**src/rtl/pwm_audio_player_if.sv**
```systemverilog
// Avalon-MM read master bundle for the PWM audio player.
// Address width follows the player's ADDR_W.
interface pwm_audio_player_if #(
  parameter int ADDR_W = 32
);
  logic [ADDR_W-1:0] avm_m0_address;
  logic              avm_m0_read;
  logic              avm_m0_waitrequest;
  logic [31:0]       avm_m0_readdata;
  logic              avm_m0_readdatavalid;

  modport master (
    output avm_m0_address,
    output avm_m0_read,
    input  avm_m0_waitrequest,
    input  avm_m0_readdata,
    input  avm_m0_readdatavalid
  );

  modport slave (
    input  avm_m0_address,
    input  avm_m0_read,
    output avm_m0_waitrequest,
    output avm_m0_readdata,
    output avm_m0_readdatavalid
  );
endinterface

```
**src/rtl/pwm_audio_player.sv**
```systemverilog
// Playback engine: fetches packed 8-bit samples over Avalon-MM,
// scales by volume and drives a glitch-free 8-bit PWM output.
module pwm_audio_player #(
  parameter int SAMPLE_DIV = 6250,
  parameter int ADDR_W     = 32
) (
  input  logic              clk,
  input  logic              rst,
  input  logic [ADDR_W-1:0] startaddr,
  input  logic [ADDR_W-1:0] stopaddr,
  input  logic [3:0]        volume,
  input  logic              start,
  input  logic              stop,
  pwm_audio_player_if.master avm,
  output logic              pwm_out,
  output logic              busy,
  output logic              irq
);

  localparam int TW = (SAMPLE_DIV > 2) ? $clog2(SAMPLE_DIV) : 1;

  typedef enum logic [2:0] {
    IDLE, REQ, WAIT, RUN, DRAIN
  } state_t;

  state_t state, state_d;

  logic [ADDR_W-1:0] addr, end_addr;
  logic [TW-1:0]     tcnt;
  logic [3:0]        vol_q;
  logic [31:0]       pf_data, cur_data;
  logic              pf_full;
  logic [1:0]        cur_left;
  logic [7:0]        s_q, cur_byte;
  logic [7:0]        pwm_cnt, duty, target_duty;

  logic tick, playing, abort, accept, empty_go;
  logic fetch_done, finish, fill, take, rdv;

  assign rdv     = avm.avm_m0_readdatavalid;
  assign tick    = (tcnt == TW'(SAMPLE_DIV - 1));
  assign playing = (state == REQ) || (state == WAIT)
                || (state == RUN);
  assign abort   = stop && playing;
  assign accept  = (state == IDLE) && start && !stop;
  assign empty_go = accept && (startaddr >= stopaddr);

  assign fetch_done = (state == RUN) && !pf_full
                   && (addr >= end_addr);
  assign take   = tick && playing && !abort;
  assign finish = take && (cur_left == 2'd0)
               && !pf_full && fetch_done;
  assign fill   = (state == WAIT) && rdv && !abort;

  assign busy = (state != IDLE);
  assign avm.avm_m0_read    = (state == REQ);
  assign avm.avm_m0_address = addr;

  assign target_duty = 8'((12'(s_q) * 12'(vol_q)) >> 4);

  // cur_left counts bytes still to play; byte 0 is taken on load
  always_comb begin
    cur_byte = cur_data[15:8];
    case (cur_left)
      2'd2:    cur_byte = cur_data[23:16];
      2'd1:    cur_byte = cur_data[31:24];
      default: cur_byte = cur_data[15:8];
    endcase
  end

  always_comb begin
    state_d = state;
    case (state)
      IDLE:
        if (accept && !empty_go) state_d = REQ;
      REQ:
        if (abort)
          state_d = avm.avm_m0_waitrequest ? IDLE : DRAIN;
        else if (!avm.avm_m0_waitrequest)
          state_d = WAIT;
      WAIT:
        if (abort)     state_d = rdv ? IDLE : DRAIN;
        else if (rdv)  state_d = RUN;
      RUN:
        if (abort || finish)
          state_d = IDLE;
        else if (!pf_full && (addr < end_addr))
          state_d = REQ;
      DRAIN:
        if (rdv) state_d = IDLE;
      default: state_d = IDLE;
    endcase
  end

  always_ff @(posedge clk or posedge rst) begin
    if (rst) state <= IDLE;
    else     state <= state_d;
  end

  always_ff @(posedge clk or posedge rst) begin
    if (rst) begin
      addr     <= '0;
      end_addr <= '0;
      tcnt     <= '0;
      vol_q    <= '0;
      pf_data  <= '0;
      pf_full  <= 1'b0;
      cur_data <= '0;
      cur_left <= '0;
      s_q      <= '0;
      pwm_cnt  <= '0;
      duty     <= '0;
      pwm_out  <= 1'b0;
      irq      <= 1'b0;
    end else begin
      pwm_cnt <= pwm_cnt + 8'd1;
      irq     <= finish || empty_go;
      tcnt    <= (accept || tick) ? '0 : tcnt + TW'(1);

      if (accept) begin
        addr     <= startaddr;
        end_addr <= stopaddr;
        vol_q    <= volume;
      end else if (tick) begin
        vol_q <= volume;
      end

      if (fill) begin
        pf_data <= avm.avm_m0_readdata;
        pf_full <= 1'b1;
        addr    <= addr + ADDR_W'(4);
      end

      // an empty-handed tick with fetch pending just holds the old sample
      if (take) begin
        if (cur_left != 2'd0) begin
          s_q      <= cur_byte;
          cur_left <= cur_left - 2'd1;
        end else if (pf_full) begin
          cur_data <= pf_data;
          cur_left <= 2'd3;
          pf_full  <= 1'b0;
          s_q      <= pf_data[7:0];
        end
      end

      if (pwm_cnt == 8'hFF && playing) duty <= target_duty;
      pwm_out <= busy && (pwm_cnt < duty);

      if (accept || abort || finish) begin
        pf_full  <= 1'b0;
        cur_left <= '0;
        s_q      <= '0;
        duty     <= '0;
        pwm_out  <= 1'b0;
      end
    end
  end

endmodule

```
**src/flat_wrapper.sv**
```systemverilog
// flat-port wrapper written by rule: the top's interface ports become plain ports
module pwm_audio_player_flat 
#(
  parameter int SAMPLE_DIV = 6250,
  parameter int ADDR_W     = 32
)
  (clk, rst, startaddr, stopaddr, volume, start, stop, pwm_out, busy, irq, avm_avm_m0_address, avm_avm_m0_read, avm_avm_m0_waitrequest, avm_avm_m0_readdata, avm_avm_m0_readdatavalid);
  pwm_audio_player_if #(.ADDR_W(ADDR_W)) avm_i ();
  input  logic clk;
  input  logic rst;
  input  logic [ADDR_W-1:0] startaddr;
  input  logic [ADDR_W-1:0] stopaddr;
  input  logic [3:0] volume;
  input  logic start;
  input  logic stop;
  output logic pwm_out;
  output logic busy;
  output logic irq;
  output wire logic [$bits(avm_i.avm_m0_address)-1:0] avm_avm_m0_address;
  output wire logic [$bits(avm_i.avm_m0_read)-1:0] avm_avm_m0_read;
  input wire logic [$bits(avm_i.avm_m0_waitrequest)-1:0] avm_avm_m0_waitrequest;
  input wire logic [$bits(avm_i.avm_m0_readdata)-1:0] avm_avm_m0_readdata;
  input wire logic [$bits(avm_i.avm_m0_readdatavalid)-1:0] avm_avm_m0_readdatavalid;
  assign avm_avm_m0_address = avm_i.avm_m0_address;
  assign avm_avm_m0_read = avm_i.avm_m0_read;
  assign avm_i.avm_m0_waitrequest = avm_avm_m0_waitrequest;
  assign avm_i.avm_m0_readdata = avm_avm_m0_readdata;
  assign avm_i.avm_m0_readdatavalid = avm_avm_m0_readdatavalid;
  pwm_audio_player #(.SAMPLE_DIV(SAMPLE_DIV), .ADDR_W(ADDR_W)) u_core (.clk(clk), .rst(rst), .startaddr(startaddr), .stopaddr(stopaddr), .volume(volume), .start(start), .stop(stop), .avm(avm_i), .pwm_out(pwm_out), .busy(busy), .irq(irq));
endmodule
```
**config.mk**
```make
export PLATFORM = sky130hd
export DESIGN_NAME = pwm_audio_player_flat
export DESIGN_NICKNAME = d
export VERILOG_FILES = /design/src/rtl/pwm_audio_player_if.sv /design/src/rtl/pwm_audio_player.sv /design/src/flat_wrapper.sv
export SDC_FILE = /design/constraint.sdc
export NUM_CORES = 1
export LEC_CHECK = 0
export CORE_ASPECT_RATIO = 1.1
export CORE_MARGIN = 2
export CORE_UTILIZATION = 50
export CTS_CLUSTER_SIZE = 40
export DETAILED_ROUTE_END_ITERATION = 8
export PLACE_DENSITY_LB_ADDON = 0.25
export SYNTH_ARGS = -nofsm -noshare
export SYNTH_HDL_FRONTEND = slang
export SYNTH_SLANG_ARGS = --single-unit
```
**constraint.sdc**
```tcl
create_clock -name clk -period 5.03 [get_ports clk]
set_clock_uncertainty 0.2 [all_clocks]
set_input_delay 0.503 -clock clk [delete_from_list [all_inputs] [get_ports clk]]
set_output_delay 0.503 -clock clk [all_outputs]
set_load 0.01 [all_outputs]
```
; Yosys cells after proc, flatten, opt, wreduce, memory -nomap -nowiden
; Index checks and enable logic that the tools add are counted.
[totals]
output_inout_bits = 36
ff_bits = 177
ramBits = 0
n_memories = 0
romBits = 0
latch_bits = 0
[op_classes]
div = 0
n_addsub = 4
bitwise = 1
shifts = 0
n_reduce_logical = 40
order_cmp = 4
muxes = 33
eq_ne = 13
mul = 1
[op_table]
columns = op, count
row1 = $ge 32x32->1, 2
row2 = $mux 32, 2
row3 = $mux 8, 6
row4 = $add 32x3->32 const B, 1
row5 = $lt 32x32->1, 1
row6 = $mux 3, 10
row7 = $logic_and 1x1->1, 17
row8 = $pmux 8 s2, 1
row9 = $pmux 3 s5, 1
row10 = $add 13x1->13 const B, 1
row11 = $eq 13x13->1 const B, 1
row12 = $mux 13, 1
row13 = $mul 8x4->12, 1
row14 = $reduce_bool 2->1, 5
row15 = $add 8x1->8 const B, 1
row16 = $eq 8x8->1 const B, 1
row17 = $lt 8x8->1, 1
row18 = $mux 2, 4
row19 = $mux 4, 2
row20 = $logic_or 1x1->1, 7
row21 = $eq 3x2->1 const B, 2
row22 = $mux 1, 6
row23 = $ne 3x2->1 const B, 2
row24 = $reduce_bool 3->1, 2
row25 = other kinds (14), 18

; Depth between registers and ports, before layout
[depth]
depth_word = 12
ltp_mapped = 15
ltp_nobuf = 14

; Least setup slack after synthesis
; No wires, ideal clock.
[synth_timing]
kind = register to register
start = register u_core.vol_q[3]
end = register u_core.duty[7]
setup_time_ns = 0.082
t_required_ns = 4.748
n_path_buf = 1
stages_incl_launch_ff = 14
synth_period_minus_slack_ns = 3.505
path_slack_ns = 1.525
t_arrival_ns = 3.223
path_cell_list = dfrtp_1 > clkbuf_1 > nand2_1 > fa_1 > fa_1 > inv_1 > ha_1 > nand4_1 > o21a_1 > o21ai_0 > nand2_1 > o211a_1 > or3_1 > a31oi_1
[synth_between]
elab_chain_len = 3
[synth_lines]
columns = item, line_no
row1 = "start, declared", pwm_audio_player.sv:30  ; logic [3:0] vol_q;
row2 = "start signal, assigned", pwm_audio_player.sv:123  ; vol_q <= volume;
row3 = "start signal, assigned", pwm_audio_player.sv:125  ; vol_q <= volume;
row4 = $mul 8x4->12, pwm_audio_player.sv:59  ; assign target_duty = 8'((12'(s_q) * 12'(vol_q)) >> 4);
row5 = $mux 8, pwm_audio_player.sv:147  ; if (pwm_cnt == 8'hFF && playing) duty <= target_duty;
row6 = $mux 8, pwm_audio_player.sv:150  ; if (accept || abort || finish) begin
row7 = "end signal, assigned", pwm_audio_player.sv:147
row8 = "end, declared", pwm_audio_player.sv:35  ; logic [7:0] pwm_cnt, duty, target_duty;
; Every way passes these cells. The select of a mux whose other input is x is not followed.
; A chain may end at the register's enable or synchronous reset.

; Final worst setup path
[layout_timing]
start = register u_core.vol_q[2]
end = register u_core.duty[7]
; Same word-level chain as after synthesis.

==> impl_metrics.yaml <==
synth:
  synth.distinct_cells: 57
  synth_top_cells_by_area: "dfrtp_1 42%, ha_1 12%, nand2_1 8.5%"
  synth_nets: 1314
  async_reset_ff_frac: 1.00
  ys_ff_latch: 169
  synthFlopType: "dfrtp_1"
  netlist.top_cell.by_area: "dfrtp_1"
  yosysWarnings: 0
  synth_largest_type_area_fraction: 0.423
  post_synth_instance_area_mm2: 0.0100
  synth_edf_count: 0
  syn_avg_cell_area_um2: 9.06
  synth_cells: 1105
  synth-seq-area-share: 0.422
grt:
  vias_in_the_first_global_route: 8235
  antenna_found_initial: 0
  grt_use_total: 0.228
  maximum_number_of_pins_on_one_net_before_global_route_repair: 119
  grt_overflow: 0
  wire_length_of_the_first_global_routing_pass_um: 39800
floorplanning:
  die_width_um: 139
  initial_core_util: 0.507
  io_pins: 142
  rows: 54
  coreArea_mm2: 0.0197
  fp.dieH_um: 152
  fp.dieArea_mm2: 0.0212
route:
  detail_route.wl_per_cell_um: 15.7
  route.antenna.remaining_nets: 0
  detailroute.via_count: 8270
  wirelength_um: 23400
  first_pass_iters: 5
  avgViaCountPerCell: 5.54
  route.detailed.drc: 0
  detailedRoute.firstIterationViolations: 366
worst_setup_path:
  arrival_time_at_the_worst_endpoint_ns: 3.91
  path_max_fanout: 9
  critPathLaunchType: "flip-flop"
  cp.required_ns: 5.17
  critical_path_class: "reg -> reg"
  timing.critical_path.to_type: "flip-flop"
power:
  clockPowerShare: 0.268
  power_per_cell_area_mw_per_mm2: 414
  switching_part_of_the_total: 0.363
  cell_internal_pwr_uw: 3230
  power.switching_uw: 1840
  vdd_ir_drop_max_uv: 260
  combinationalPowerShare: 0.316
  power.static_leakage_uw: 0.00572
  p_seq_frac: 0.416
final_layout:
  final-instance-count-excl-fill: 1493
  area_growth_syn_to_layout_pct: 22.4
  postLayoutCoreUtil: 0.621
  antenna_cells_inserted: 0
  nNetsFinal: 1437
  final_layout_size_suffix_gt1_frac: 0.0620
sta:
  final.setup.tns_ns: 0
  slew_headroom: 0.173
  report.final.setup_viol: 0
  period_minus_slack_ns: 3.77
  tightest_slew_ns: 1.24
  final.period_utilization: 0.749
  timing_limited_maximum_frequency_ghz: 0.265
  count_of_endpoints_failing_hold_in_the_final_timing_report: 0
  final_max_slew_viol_count: 0
  grt_setup_unrepaired: "false"
outcome:
  status: "finished, final reports clean"
clocking:
  tritoncts: "built"
  worst_skew_pair.late_latency_ns: 0.44
  cts_buffers: 17
  cts_resized: 0
  cts-hold-fix-buffers: 0
  worst_setup_hold_path_clk_slew_ns: 0.08
  clock-sinks: 169
  ctsLongestPathBuffers: 2
  cts_post_setup_buffers_inserted: 0
  cts.htree.levels: 4
  clock_tree.root_cell: "clkbuf_16"
placed_design:
  placed_cell_count: 1461
  finalWeightedCongestion: 0.884
  detailed_place_hpwl_um: 17200
  placement.io_buffers: 141
run:
  timing.max_cap.violations: 0
worst_hold_path:
  worst_hold_path_type: "reg -> reg"
[power by group through the flow]
stage / clock network [uW] / registers, uW / logic, uW
floorplan: 0 / 2050 / 989
global placement: 0 / 2120 / 1550
detailed placement: 0 / 2130 / 1590
CTS: 1380 / 2110 / 1610
global route: 1440 / 2170 / 1810
finish: 1360 / 2110 / 1600
[final timing paths]
kind	slack, ns	to	cells after the start	from
setup / recovery	1.26	u_core.duty[7]	12	u_core.vol_q[2]
hold / removal	0.28	u_core.pf_data[18]	2	u_core.pf_data[18]
setup reg to reg	1.26	u_core.duty[7]	12	u_core.vol_q[2]
hold reg to reg	0.28	u_core.pf_data[18]	2	u_core.pf_data[18]
max in group asynchronous	3.71	u_core.end_addr[4]	3	rst
min in group asynchronous	0.38	u_core.end_addr[24]	3	rst
[placed cells by master (no fill, tap or decap), types with 23 or more instances in the layout]
cell and instances:
mux2_2 28, nand4_1 23, nor2_1 57, a21oi_1 47
clkdlybuf4s50_1 141, ha_1 92, inv_1 98, o21ai_0 58
nand2_1 228, dfrtp_1 169, nand3_1 38
[cell families after synthesis]
logic type	share of synthesized area
multiplexers	0.0335
buffers and inverters	0.0554
XOR/XNOR	0.0192
adder cells (fa/ha/maj)	0.137
AO/OA/AOI/OAI	0.139
AND/OR/NAND/NOR	0.194
flip-flops	0.423
[worst max-delay path, cell delays in order, from the launching register on]
cell	delay, ns
dfrtp_1	0.50
nand2_1	0.13
fa_1	0.51
fa_1	0.54
inv_1	0.04
ha_1	0.27
nand4_1	0.12
o21a_1	0.22
o21ai_0	0.25
nand2_1	0.13
o211a_1	0.27
or3_1	0.31
a31oi_1	0.19
[synth_stat cells (2+ instances only)]
| library cell | n |
|---|---|
| o21bai_1 | 2 |
| a21oi_1 | 47 |
| mux2_2 | 28 |
| nand3b_1 | 2 |
| a2111oi_0 | 3 |
| ha_1 | 92 |
| nor3_1 | 12 |
| nor3b_1 | 6 |
| o21ai_0 | 58 |
| a221o_1 | 5 |
| clkbuf_1 | 37 |
| o31a_1 | 2 |
| nor2_1 | 57 |
| or2_1 | 2 |
| nor4_1 | 4 |
| a31oi_1 | 7 |
| buf_6 | 2 |
| and3_1 | 15 |
| o211ai_1 | 20 |
| a21o_1 | 8 |
| a22oi_1 | 9 |
| xor2_1 | 11 |
| o211a_1 | 2 |
| or3_1 | 3 |
| nand2b_1 | 6 |
| xnor2_1 | 11 |
| and4_1 | 4 |
| nor2b_1 | 3 |
| inv_1 | 99 |
| o21a_1 | 5 |
| mux2i_1 | 2 |
| buf_1 | 3 |
| nand3_1 | 39 |
| a221oi_1 | 2 |
| and2_1 | 13 |
| o311ai_0 | 14 |
| a21boi_0 | 4 |
| fa_1 | 11 |
| a211oi_1 | 19 |
| o22ai_1 | 2 |
| dfrtp_1 | 169 |
| nand2_1 | 228 |
| nand4_1 | 23 |
[cell type report]
class / count / area, um^2
Clock buffer: 17 / 425
Clock inverter: 15 / 200
Fill cell: 1725 / 7470
Inverter: 99 / 375
Multi-Input combinational cell: 793 / 5230
Sequential cell: 169 / 4230
Tap cell: 252 / 315
Timing Repair Buffer: 148 / 1480
[routing by layer]
layer,share of wire,global-route usage
met1,0.47,0.325
met2,0.47,0.357
met3,0.046,0.0427
met4,0.020,0.0702
met5,0,0
[registers in the layout, summed over array words and instances (netlist names)]
register and count:
u_core.state 3, u_core.cur_data 24, u_core.pf_full 1, u_core.vol_q 4
u_core.pwm_out 1, u_core.s_q 8, u_core.duty 8, u_core.avm.avm_m0_address 32
u_core.pf_data 32, u_core.end_addr 32, u_core.cur_left 2, u_core.tcnt 13
u_core.pwm_cnt 8, u_core.irq 1
[through the flow]
stage	instance area, um^2	setup slack (ns)	hold WS [ns]	total power [uW]
floorplan	10000	1.52	0.235	3040
global placement	11600	1.42	0.255	3670
detailed placement	11600	1.28	0.263	3730
CTS	12300	1.26	0.283	5100
global route	12300	1.04	0.307	5430
finish	12300	1.26	0.278	5070
No activity file was read; power rests on OpenSTA's default activity.
